==> src/rtl/hook_motion_ctrl.sv <==
// -----------------------------------------------------------------------------
// hook_motion_ctrl
//
// Motion/state controller for the fishing-game hook renderer. It tracks the
// hook position in 1/10-pixel fixed point, the line-cut flag and the row of
// the cut, and the coarse game state read by the pixel colour stage.
//
// Ports
//   clk         in   system clock
//   rst_n       in   synchronous reset, active low
//   tick        in   1-cycle movement strobe, once per frame
//   btn_left    in   level, aim left
//   btn_right   in   level, aim right
//   btn_up      in   level, aim up
//   btn_down    in   level, aim down
//   btn_cast    in   1-cycle pulse, cast the line
//   btn_reel    in   level, reel in while fishing
//   fish_hit    in   1-cycle pulse, a fish touches the hook
//   line_snap   in   1-cycle pulse, the line breaks
//   h_position  out  hook x, 1/10 px
//   v_position  out  hook y, 1/10 px
//   cut         out  line is cut
//   cut_v       out  pixel row at which the line was cut
//   state       out  0 AIM, 1 FISHING, 2 CATCH, 3 HOLD
//   caught      out  1-cycle pulse on a successful landing
// -----------------------------------------------------------------------------
module hook_motion_ctrl #(
    parameter logic [13:0] H_MIN      = 14'd0,
    parameter logic [13:0] H_MAX      = 14'd6300,
    parameter logic [13:0] V_TOP      = 14'd620,
    parameter logic [13:0] V_MAX      = 14'd4700,
    parameter logic [13:0] LINE_X     = 14'd2790,
    parameter logic [13:0] MOVE_STEP  = 14'd20,
    parameter logic [13:0] SINK_STEP  = 14'd15,
    parameter logic [13:0] REEL_STEP  = 14'd25,
    parameter logic [5:0]  HOLD_TICKS = 6'd60
) (
    input  logic        clk,
    input  logic        rst_n,
    input  logic        tick,
    input  logic        btn_left,
    input  logic        btn_right,
    input  logic        btn_up,
    input  logic        btn_down,
    input  logic        btn_cast,
    input  logic        btn_reel,
    input  logic        fish_hit,
    input  logic        line_snap,
    output logic [13:0] h_position,
    output logic [13:0] v_position,
    output logic        cut,
    output logic [9:0]  cut_v,
    output logic [1:0]  state,
    output logic        caught
);

    typedef enum logic [2:0] {
        S_AIM,
        S_LINE,
        S_SNAP,
        S_CATCH,
        S_HOLD
    } fsm_t;

    localparam logic [9:0] CUT_V_INIT = 10'(V_TOP / 14'd10);

    fsm_t        fsm_q,      fsm_d;
    logic [13:0] h_q,        h_d;
    logic [13:0] v_q,        v_d;
    logic        cut_q,      cut_d;
    logic [9:0]  cut_v_q,    cut_v_d;
    logic [1:0]  state_q,    state_d;
    logic        caught_q,   caught_d;
    logic [5:0]  hold_cnt_q, hold_cnt_d;

    // Saturating step down: the threshold is formed in 15 bits so lo + step
    // cannot wrap, and the subtraction only happens when it cannot underflow.
    function automatic logic [13:0] dec_clamp(input logic [13:0] val,
                                              input logic [13:0] step,
                                              input logic [13:0] lo);
        logic [14:0] floor15;
        floor15 = {1'b0, lo} + {1'b0, step};
        if ({1'b0, val} < floor15) return lo;
        return val - step;
    endfunction

    // Saturating step up, summed in 15 bits so the compare sees no wrap.
    function automatic logic [13:0] inc_clamp(input logic [13:0] val,
                                              input logic [13:0] step,
                                              input logic [13:0] hi);
        logic [14:0] sum15;
        sum15 = {1'b0, val} + {1'b0, step};
        if (sum15 > {1'b0, hi}) return hi;
        return 14'(sum15);
    endfunction

    always_comb begin
        // NOTE: every next-state signal gets its hold value first so no path
        // through the case below can leave one unassigned and infer a latch.
        fsm_d      = fsm_q;
        h_d        = h_q;
        v_d        = v_q;
        cut_d      = cut_q;
        cut_v_d    = cut_v_q;
        caught_d   = 1'b0;
        hold_cnt_d = hold_cnt_q;

        unique case (fsm_q)
            S_AIM: begin
                // Casting reloads the anchor position and overrides any
                // movement requested on the same cycle.
                if (btn_cast) begin
                    fsm_d = S_LINE;
                    h_d   = LINE_X;
                    v_d   = V_TOP;
                end else if (tick) begin
                    if (btn_left && !btn_right)
                        h_d = dec_clamp(h_q, MOVE_STEP, H_MIN);
                    else if (btn_right && !btn_left)
                        h_d = inc_clamp(h_q, MOVE_STEP, H_MAX);
                    if (btn_up && !btn_down)
                        v_d = dec_clamp(v_q, MOVE_STEP, V_TOP);
                    else if (btn_down && !btn_up)
                        v_d = inc_clamp(v_q, MOVE_STEP, V_MAX);
                end
            end

            S_LINE: begin
                if (line_snap) begin
                    fsm_d   = S_SNAP;
                    cut_d   = 1'b1;
                    cut_v_d = 10'(v_q / 14'd10);
                end else if (fish_hit) begin
                    fsm_d = S_CATCH;
                end else if (tick) begin
                    if (btn_reel) begin
                        v_d = dec_clamp(v_q, REEL_STEP, V_TOP);
                        if (v_d == V_TOP) fsm_d = S_AIM;
                    end else begin
                        v_d = inc_clamp(v_q, SINK_STEP, V_MAX);
                    end
                end
            end

            S_SNAP: begin
                // The broken line sinks to the bottom; leaving happens on the
                // first edge that sees it resting there, tick or not.
                if (v_q == V_MAX) begin
                    fsm_d      = S_HOLD;
                    hold_cnt_d = 6'd0;
                end else if (tick) begin
                    v_d = inc_clamp(v_q, SINK_STEP, V_MAX);
                end
            end

            S_CATCH: begin
                if (tick) begin
                    v_d = dec_clamp(v_q, REEL_STEP, V_TOP);
                    if (v_d == V_TOP) begin
                        fsm_d      = S_HOLD;
                        caught_d   = 1'b1;
                        hold_cnt_d = 6'd0;
                    end
                end
            end

            S_HOLD: begin
                if (tick) begin
                    if (hold_cnt_q == HOLD_TICKS - 6'd1) begin
                        fsm_d      = S_AIM;
                        cut_d      = 1'b0;
                        cut_v_d    = CUT_V_INIT;
                        hold_cnt_d = 6'd0;
                    end else begin
                        hold_cnt_d = hold_cnt_q + 6'd1;
                    end
                end
            end

            default: fsm_d = S_AIM;
        endcase

        // The external state is registered from the next internal state so it
        // changes on the same edge as the FSM; LINE and SNAP both read as
        // fishing.
        unique case (fsm_d)
            S_AIM:   state_d = 2'd0;
            S_LINE:  state_d = 2'd1;
            S_SNAP:  state_d = 2'd1;
            S_CATCH: state_d = 2'd2;
            S_HOLD:  state_d = 2'd3;
            default: state_d = 2'd0;
        endcase
    end

    // NOTE: reset is sampled on the clock edge only, and all state uses
    // non-blocking assignment so every flop updates from pre-edge values.
    always_ff @(posedge clk) begin
        if (!rst_n) begin
            fsm_q      <= S_AIM;
            h_q        <= LINE_X;
            v_q        <= V_TOP;
            cut_q      <= 1'b0;
            cut_v_q    <= CUT_V_INIT;
            state_q    <= 2'd0;
            caught_q   <= 1'b0;
            hold_cnt_q <= 6'd0;
        end else begin
            fsm_q      <= fsm_d;
            h_q        <= h_d;
            v_q        <= v_d;
            cut_q      <= cut_d;
            cut_v_q    <= cut_v_d;
            state_q    <= state_d;
            caught_q   <= caught_d;
            hold_cnt_q <= hold_cnt_d;
        end
    end

    assign h_position = h_q;
    assign v_position = v_q;
    assign cut        = cut_q;
    assign cut_v      = cut_v_q;
    assign state      = state_q;
    assign caught     = caught_q;

endmodule
==> config.mk <==
export PLATFORM = sky130hd
export DESIGN_NAME = hook_motion_ctrl
export DESIGN_NICKNAME = d
export VERILOG_FILES = /design/src/rtl/hook_motion_ctrl.sv
export SDC_FILE = /design/constraint.sdc
export NUM_CORES = 1
export LEC_CHECK = 0
export CAP_MARGIN = 40
export CORE_ASPECT_RATIO = 0.7
export CORE_MARGIN = 4
export CORE_UTILIZATION = 60
export DETAILED_ROUTE_END_ITERATION = 6
export PLACE_DENSITY = 0.83
export SKIP_LAST_GASP = 1
export SLEW_MARGIN = 0
export SYNTH_ARGS = -nofsm -noshare
export SYNTH_HDL_FRONTEND = slang
export SYNTH_SLANG_ARGS = --single-unit
==> constraint.sdc <==
create_clock -name clk -period 9.6 [get_ports clk]
set_input_delay 1.92 -clock clk [delete_from_list [all_inputs] [get_ports clk]]
set_output_delay 1.92 -clock clk [all_outputs]
set_load 0.01 [all_outputs]
; ---- Yosys cells after proc, flatten, opt, wreduce, memory -nomap -nowiden
; Cells that the tools add are included.
; W data, S select, Z words.
[totals]
regBits = 51
out_inout_bits = 42
word_cells = 171
in_bits = 11
[op_classes]
eq_ne = 25
reduce_logical = 20
addsub = 7
n_div = 1
n_mux = 104
magnitude_cmp = 6
[ops]
columns = op, count
row1 = $mux W14, 36
row2 = $pmux W14 S4, 1
row3 = $gt A15 B13 Y1 const B, 3
row4 = $mux W1, 43
row5 = $sub A14 B5 Y14 const B, 3
row6 = $mux W3, 11
row7 = $add A14 B5 Y15 const B, 2
row8 = $mux W10, 3
row9 = $mux W6, 5
row10 = $eq A14 B10 Y1 const B, 2
row11 = $lt A14 B10 Y1 const B, 2
row12 = $ne A2 B2 Y1 const B, 11
row13 = $pmux W10 S2, 1
row14 = $pmux W6 S3, 1
row15 = $add A14 B4 Y15 const B, 1
row16 = $pmux W3 S5, 1
row17 = $div A14 B4 Y14 const B, 1
row18 = $eq A14 B13 Y1 const B, 1
row19 = $lt A14 B5 Y1 const B, 1
row20 = $eq A3 B2 Y1 const B, 4
row21 = $reduce_and A9 Y1, 1
row22 = $add A6 B1 Y6 const B, 1
row23 = $eq A3 B1 Y1 const B, 2
row24 = $eq A3 B3 Y1 const B, 2
row25 = 15 further kinds, 24

; ---- Longest topological paths before layout
; Gate-level depths: netlist of the first run.
[depth]
word_depth = 23
depth_mapped = 20
mapped_depth_nobuf = 16

; ---- Worst setup path after synthesis of the first run
; OpenSTA, ideal clock, no wires.
[synth_path]
path_kind = register to register
start = reg v_q[3], in the netlist v_position[3]
end = reg cut_v_q[0], in the netlist cut_v[0]
synth_period_minus_slack_ns = 4.913
setup_time_ns = 0.060
path_stages_with_launch = 21
t_arrival_ns = 4.853
path_buffers = 4
t_required_ns = 9.540
slack_ns = 4.687
path_cell_list = dfxtp_1 clkbuf_1 clkinv_1 ha_1 buf_2 nor4b_2 and2_1 a211o_2 a211oi_4 a221o_1 and3b_1 buf_6 buf_4 nor2_1 o311a_1 a311o_1 a211o_1 and2_4 o31a_1 a2111oi_2 a311o_1
[synth_via]
elab_chain_cells = 3
[synth_lines]
columns = element, line_no
row1 = start: declaration, 69  ; logic [13:0] v_q, v_d;
row2 = start signal: assignment, 211  ; v_q <= v_d;
row3 = $div A14 B4 Y14, 132  ; cut_v_d = 10'(v_q / 14'd10);
row4 = $mux W10, 129  ; if (line_snap) begin
row5 = $pmux W10 S2, 108  ; unique case (fsm_q)
row6 = end signal: assignment, 213  ; cut_v_q <= cut_v_d;
row7 = end: declaration, 71  ; logic [9:0] cut_v_q, cut_v_d;
; Every way passes these cells. The select of a mux whose other input is x is not followed.
; A chain may end at the register's enable or synchronous reset.

; ---- Final worst setup path of the first run
; Ends and elaborated chain as after synthesis.

==> summary.md, run 1 <==
| Metric | Value |
|---|---|
| Arr. time, crit path | 6.28 ns |
| Antenna violation net count after detailed routing | 0 |
| Worst Max-Slew Pin Slew | 1.031 ns |
| Largest area contributor in the netlist | dfxtp_1 |
| Port bufs | 51 |
| CTS tree | yes |
| Final net count | 902 |
| Status | completed |
| All-Layer GR Usage | 34.11% |
| Gr ovfl total | 0 |
| CP max FO | 20 |
| Clock latency at the later pin of the worst-skew pair | 0.30 ns |
| Slowest CP cell | dfxtp_1 |
| Root buffer cell | clkbuf_16 |
| Synth area leaders | dfxtp_1 (17%), nand2_1 (6.5%), o21ai_0 (6.0%), a21oi_1 (5.6%), nor2_1 (5.3%) |
| GP Congestion | 1.014 |
| Pre-antenna DRT Iters | 6 |
| Data required, critical path | 9.79 ns |
| Asr flop ratio synth | 0% |
| Worst Path Buf+Inv | 1 |
| Synth Cell Area | 5946 um2 |
| Antenna cells | 0 |
| Die area | 11590 um2 |
| Share of layout cells above drive strength 1 | 5.575% |
| Yosys reg bits | 50 |
| Met1 Usage GRT | 52.19% |
| WS Path Type | flip-flop to flip-flop |
| Synth Area per Inst | 6.795 um2 |
| Most frequent cells in the layout | nand2_1 (103), nor2_1 (84), o21ai_0 (71) |
| Post-DP HPWL | 15.33 mm |
| Pwr dens | 165.8 nW/um2 |
| Worst clock skew | 0.006411 ns |
| Hold path depth | 2 |
| Fin crit period | 6.092 ns |
| R2R depth | 16 |
| Final setup violation count | 0 |
| Area of the core | 9684 um2 |
| Worst path depth | 16 |
| Die span in y | 91.29 um |
| Lkg Pwr | 2.185 nW |
| Share of the synthesized area in the top cell type | 16.84% |
| Post-route setup TNS | 0 ns |
| Sequential area share after synthesis | 16.84% |
| Starting density of the core | 61.40% |
| DR vias/cell | 7.005 |
| MaxCap Viol Count | 0 |
| Inserted Clock Buffers | 5 |
| Vias | 7054 |
| Drt total wl | 20.60 mm |
| Critical path's largest stage delay | 0.77 ns |
| GR peak layer | met1 |
| Kind of cell adding the most delay to the critical path | compound AO/OA/AOI/OAI gates |
| Post-CTS sizing | 0 |
| Synth cell types | 93 |
| Fillers | 819 |
| CTS Hold Bufs | 0 |
| Final Hold Viols | 0 |
| Cell repeated most along the worst path | a311o_1 |
| Initial DRC Count | 1223 |
| Met3 Use GR | 11.58% |
| CTS max path bufs | 2 |
| Number of setup buffers added after CTS | 0 |
| Critical-path cell list | clkinv_1, ha_1, nor4b_2, and2_1, a211o_2, a211oi_4, a221o_1, and3b_1, nor2_1, o311a_1, a311o_1, a211o_1, and2_4, o311ai_0, a2111oi_2, a311o_1 |
| Max VDD drop | 0.1020 mV |
| RSZ-0062 raised after global routing | false |
| Post-synth EDFFs | 0 |
| GRT met2 Usage | 45.60% |
| Hold Crit Class | flip-flop to flip-flop |
| Slew headroom | 31.16% |
| Layout area overhead | 10.69% |
| Largest net degree at the start of global routing | 33 |
| Commonest non-fill, non-tap cell in the layout | nand2_1 |
| FP Rows | 30 |
| Cells after Synth | 875 |
| Ys flop type | dfxtp_1 |
| Count of yosys warnings during synthesis | 0 |
| Ports | 53 |
| Reg clk slew, reported paths | 0.07 ns |
| Vias in the first global route | 6179 |
| Startpoint types | flip-flop |
| Core Util, Final | 67.96% |
| First-pass GRT wire length | 32.60 mm |
| Clock H-tree levels | 2 |
| DRC | 0 |
| Post-Syn Nets | 899 |
| Fmax | 164.1 MHz |
| Slew Viols, Final | 0 |
| Die X | 127.0 um |
| Wire per inst | 20.45 um |
| Period utilization | 63.46% |
| Worst setup EP type | flip-flop |
| Sink Count | 50 |
| Initial antenna violation count | 0 |
-- worst register-to-register path: stages, from the launching register on --
cell       delay, ns
dfxtp_1         0.77
clkinv_1        0.49
ha_1            0.44
nor4b_2         0.44
and2_1          0.29
a211o_2         0.20
a211oi_4        0.10
a221o_1         0.41
and3b_1         0.59
nor2_1          0.29
o311a_1         0.41
a311o_1         0.27
a211o_1         0.28
and2_4          0.16
o311ai_0        0.45
a2111oi_2       0.10
a311o_1         0.29
-- synthesized netlist by cell type (all sizes together) (5+ instances only) --
master  count
nand2b     14
dfxtp      50
o211ai     13
o21a       11
clkinv      5
mux2i      10
o221ai      6
nor2       85
o31ai      13
inv        19
o32ai       5
nand3      28
a221oi      6
a221o       6
a21o        6
nor2b      13
clkbuf     50
nand2     104
xnor2      29
nor3b       6
nand4      11
xor2        5
nor4       11
buf        16
a22oi       7
and2       13
a21oi      67
ha         13
o32a        5
o22ai      11
or2         7
or3        20
a31oi      15
o21ai      74
a211oi     15
and3        6
nor3       33
-- kinds of logic (layout without fill, tap and decap cells) --
family | Yosys count | after routing | share of synthesized area [%]
xor gates and xnor gates | 34 | 34 | 5.008
other | 1 | 1 | 0.06307
muxes | 11 | 11 | 1.873
and+or+nand+nor | 366 | 366 | 30.79
buffers and inverters | 90 | 94 | 6.208
adders and majority gates | 14 | 14 | 2.904
DFF | 50 | 50 | 16.84
AOI/OAI and AO/OA | 309 | 309 | 36.32
-- cell type report --
| cell class | count | area [um2] | area share, % |
|---|---|---|---|
| Clock buffer | 5 | 125.1 | 1.901 |
| Clock inverter | 3 | 28.78 | 0.4373 |
| Inverter | 24 | 90.09 | 1.369 |
| Multi-Input combinational cell | 735 | 4576 | 69.52 |
| Sequential cell | 50 | 1001 | 15.21 |
| Tap cell | 128 | 160.2 | 2.433 |
| Timing Repair Buffer | 62 | 600.6 | 9.125 |
-- flip-flops by register name, summed over array words and instances, names as in the netlist --
register and cells:
state 2, h_position 13, fsm_q 3, cut_v 10, caught 1, cut 1, hold_cnt_q 6, v_position 14
-- per-stage QoR --
step	hold slack (ns)	power (mW)	std cells	area, um2	setup WS, ns
floorplan	0.4492	0.7154	875	5946	4.687
global placement	0.4542	0.8578	995	6390	4.055
detailed placement	0.4664	0.8699	998	6412	3.778
CTS	0.4798	1.062	1006	6566	3.712
global route	0.5063	1.150	1007	6581	3.264
finish	0.4805	1.091	1007	6581	3.508
-- where the power goes --
group | switching [mW] | internal, mW
clock | 0.0934 | 0.0998
sequential | 0.0463 | 0.223
combinational | 0.388 | 0.241
total | 0.527 | 0.563
-- final timing paths --
check / from / end / slack (ns)
min: cut_v[2]$_SDFFE_PN1P_ / cut_v[2]$_SDFFE_PN1P_ / 0.48
min reg2reg: cut_v[2]$_SDFFE_PN1P_ / cut_v[2]$_SDFFE_PN1P_ / 0.48
max reg2reg: v_position[3]$_SDFFE_PN1P_ / cut_v[0]$_SDFFE_PN0P_ / 3.51
max: v_position[3]$_SDFFE_PN1P_ / cut_v[0]$_SDFFE_PN0P_ / 3.51
-- per-layer routing --
metal  vias to the layer above  routed length [um]  share of wire, %
met4                         0                 425               2.1
met2                       499                7888                38
met3                        66                2992                15
li1                       3270                   -                 -
met5                         -                   0                 0
met1                      3219                9288                45
(Power assumes the default switching activity.)
==> run 2: changes to the inputs <==
- CORE_UTILIZATION: 60 -> 54
- PLACE_DENSITY: 0.83 -> 0.78
- clock period: 9.6 -> 5.2 ns (I/O delays scaled with it)
==> summary.md, run 2 (synthesis gave the netlist of run 1 again) <==
| Metric | Value |
|---|---|
| Commonest non-fill, non-tap cell in the layout | nand2_1 |
| Setup WS pre-CTS | 0.3734 ns |
| RR Endpoint | cut_v[0]$_SDFFE_PN0P_ |
| Clock latency at the later pin of the worst-skew pair | 0.31 ns |
| Ports | 53 |
| All-Layer GR Usage | 32.36% |
| Inserted Clock Buffers | 5 |
| Hold_sp | cut_v[7]$_SDFFE_PN0P_ |
| Die span in y | 95.79 um |
| Hold path depth | 2 |
| Failing checks | design-rule violations |
| RR Startpoint | v_position[3]$_SDFFE_PN1P_ |
| Die area | 12780 um2 |
| Final setup violation count | 0 |
| Initial DRC Count | 1170 |
| Area of the core | 10550 um2 |
| Most frequent cells in the layout | nand2_1 (103), nor2_1 (84), o21ai_0 (71) |
| Area after DPL | 6610 um2 |
| Status | finished, violations left |
| CP max FO | 14 |
| Post-CTS sizing | 0 |
| Final net count | 923 |
| Vias in the first global route | 6304 |
| Placed insts | 1040 |
| R2R depth | 17 |
| Share of layout cells above drive strength 1 | 7.889% |
| Startpoint types | flip-flop |
| Fin crit period | 4.937 ns |
| CTS Hold Bufs | 0 |
| Number of setup buffers added after CTS | 0 |
| Arr. time, crit path | 5.13 ns |
| Initial antenna violation count | 1 |
| Sink Count | 50 |
| Antenna violation net count after detailed routing | 0 |
| Worst clock skew | 0.007691 ns |
| Wire per inst | 20.15 um |
| Antenna cells | 0 |
| Worst setup EP type | flip-flop |
| Slew Viols, Final | 0 |
| Worst Max-Slew Pin Slew | 1.008 ns |
| DRC | 1 |
| Period utilization | 94.94% |
| Fmax | 202.6 MHz |
| Clock H-tree levels | 2 |
| Slew headroom | 32.06% |
| Max reg flops | 14 |
| Layout area overhead | 14.16% |
| Post-route setup TNS | 0 ns |
| GP Congestion | 1.049 |
| Fin cells | 1048 |
| Register area | 1001 um2 |
| Final non-filler cell area | 6788 um2 |
| Worst Hold Slack | 0.4610 ns |
| Max VDD drop | 0.1863 mV |
| RSZ-0062 raised after global routing | false |
| Final Hold Viols | 0 |
| Pwr dens | 311.0 nW/um2 |
| Fillers | 954 |
| Hold path endpoint | cut_v[7]$_SDFFE_PN0P_ |
| Largest net degree at the start of global routing | 32 |
| Reg2Reg Setup Slack | 0.26 ns |
| Hold Crit Class | flip-flop to flip-flop |
| Lkg Pwr | 2.296 nW |
| Post-DP HPWL | 15.99 mm |
| Multi-input gate area | 4579 um2 |
| First-pass GRT wire length | 33.54 mm |
| Drt total wl | 21.11 mm |
| FP Rows | 31 |
| Die X | 133.4 um |
| Gr ovfl total | 0 |
| Vias | 7114 |
| Fin worst setup slack | 0.2630 ns |
| Pre-antenna DRT Iters | 7 |
| CTS max path bufs | 2 |
| DR vias/cell | 6.788 |
| WS Path Type | flip-flop to flip-flop |
| Core Util, Final | 64.34% |
| MaxCap Viol Count | 0 |
| Data required, critical path | 5.39 ns |
| Reg clk slew, reported paths | 0.07 ns |
| Final Power | 2.111 mW |
| Starting density of the core | 56.36% |
| Root buffer cell | clkbuf_16 |
| CTS tree | yes |
| Port bufs | 51 |
-- run 2: worst max path at each step --
stage	start	endpoint	slack, ns	cells past startpoint
2_1_floorplan	v_position[3]$_SDFFE_PN1P_	cut_v[0]$_SDFFE_PN0P_	0.29	20
6_report	v_position[3]$_SDFFE_PN1P_	cut_v[0]$_SDFFE_PN0P_	0.26	17
3_5_place_dp	v_position[3]$_SDFFE_PN1P_	cut_v[0]$_SDFFE_PN0P_	0.37	17
4_1_cts	v_position[3]$_SDFFE_PN1P_	cut_v[0]$_SDFFE_PN0P_	0.35	17
3_3_place_gp	v_position[3]$_SDFFE_PN1P_	cut_v[0]$_SDFFE_PN0P_	0.50	17
5_1_grt	v_position[3]$_SDFFE_PN1P_	cut_v[0]$_SDFFE_PN0P_	0.01	17
-- run 2: worst max-delay path, stage by stage, from the launching register on --
cell	delay, ns
dfxtp_1	0.34
clkinv_1	0.08
buf_4	0.18
ha_1	0.20
nor4b_2	0.19
and2_1	0.23
a22oi_2	0.36
a211oi_4	0.14
a221o_1	0.41
and3b_1	0.56
nor3_4	0.10
mux2i_1	0.22
or4_4	0.55
a221oi_4	0.40
mux2i_1	0.15
a31oi_2	0.25
o21ai_1	0.09
a311o_1	0.35
-- run 2: layer usage --
layer | global-route usage [%] | up-vias | wire [um]
met4 | 7.363 | 2 | 340
li1 | - | 3315 | -
met5 | 2.381 | - | 35
met2 | 42.53 | 479 | 7984
met3 | 11.44 | 55 | 3126
met1 | 49.02 | 3263 | 9627
-- run 2: final cells by class --
cell class / instances / share of cell area, %
Sequential cell: 50 / 14.75
Tap cell: 148 / 2.728
Clock inverter: 3 / 0.7189
Inverter: 24 / 1.327
Multi-Input combinational cell: 735 / 67.47
Timing Repair Buffer: 83 / 11.17
Clock buffer: 5 / 1.843
-- run 2: where the power goes --
| group | total [mW] | internal [mW] | switching (mW) |
|---|---|---|---|
| Sequential | 0.463 | 0.411 | 0.0518 |
| Combinational | 1.25 | 0.482 | 0.765 |
| Clock | 0.400 | 0.231 | 0.169 |
==> run 3: changes to the inputs <==
- HOLD_SLACK_MARGIN: not set -> 0.08
==> results of run 3 <==
Same layout as run 2: the final DEF is identical, and so are final timing and power.
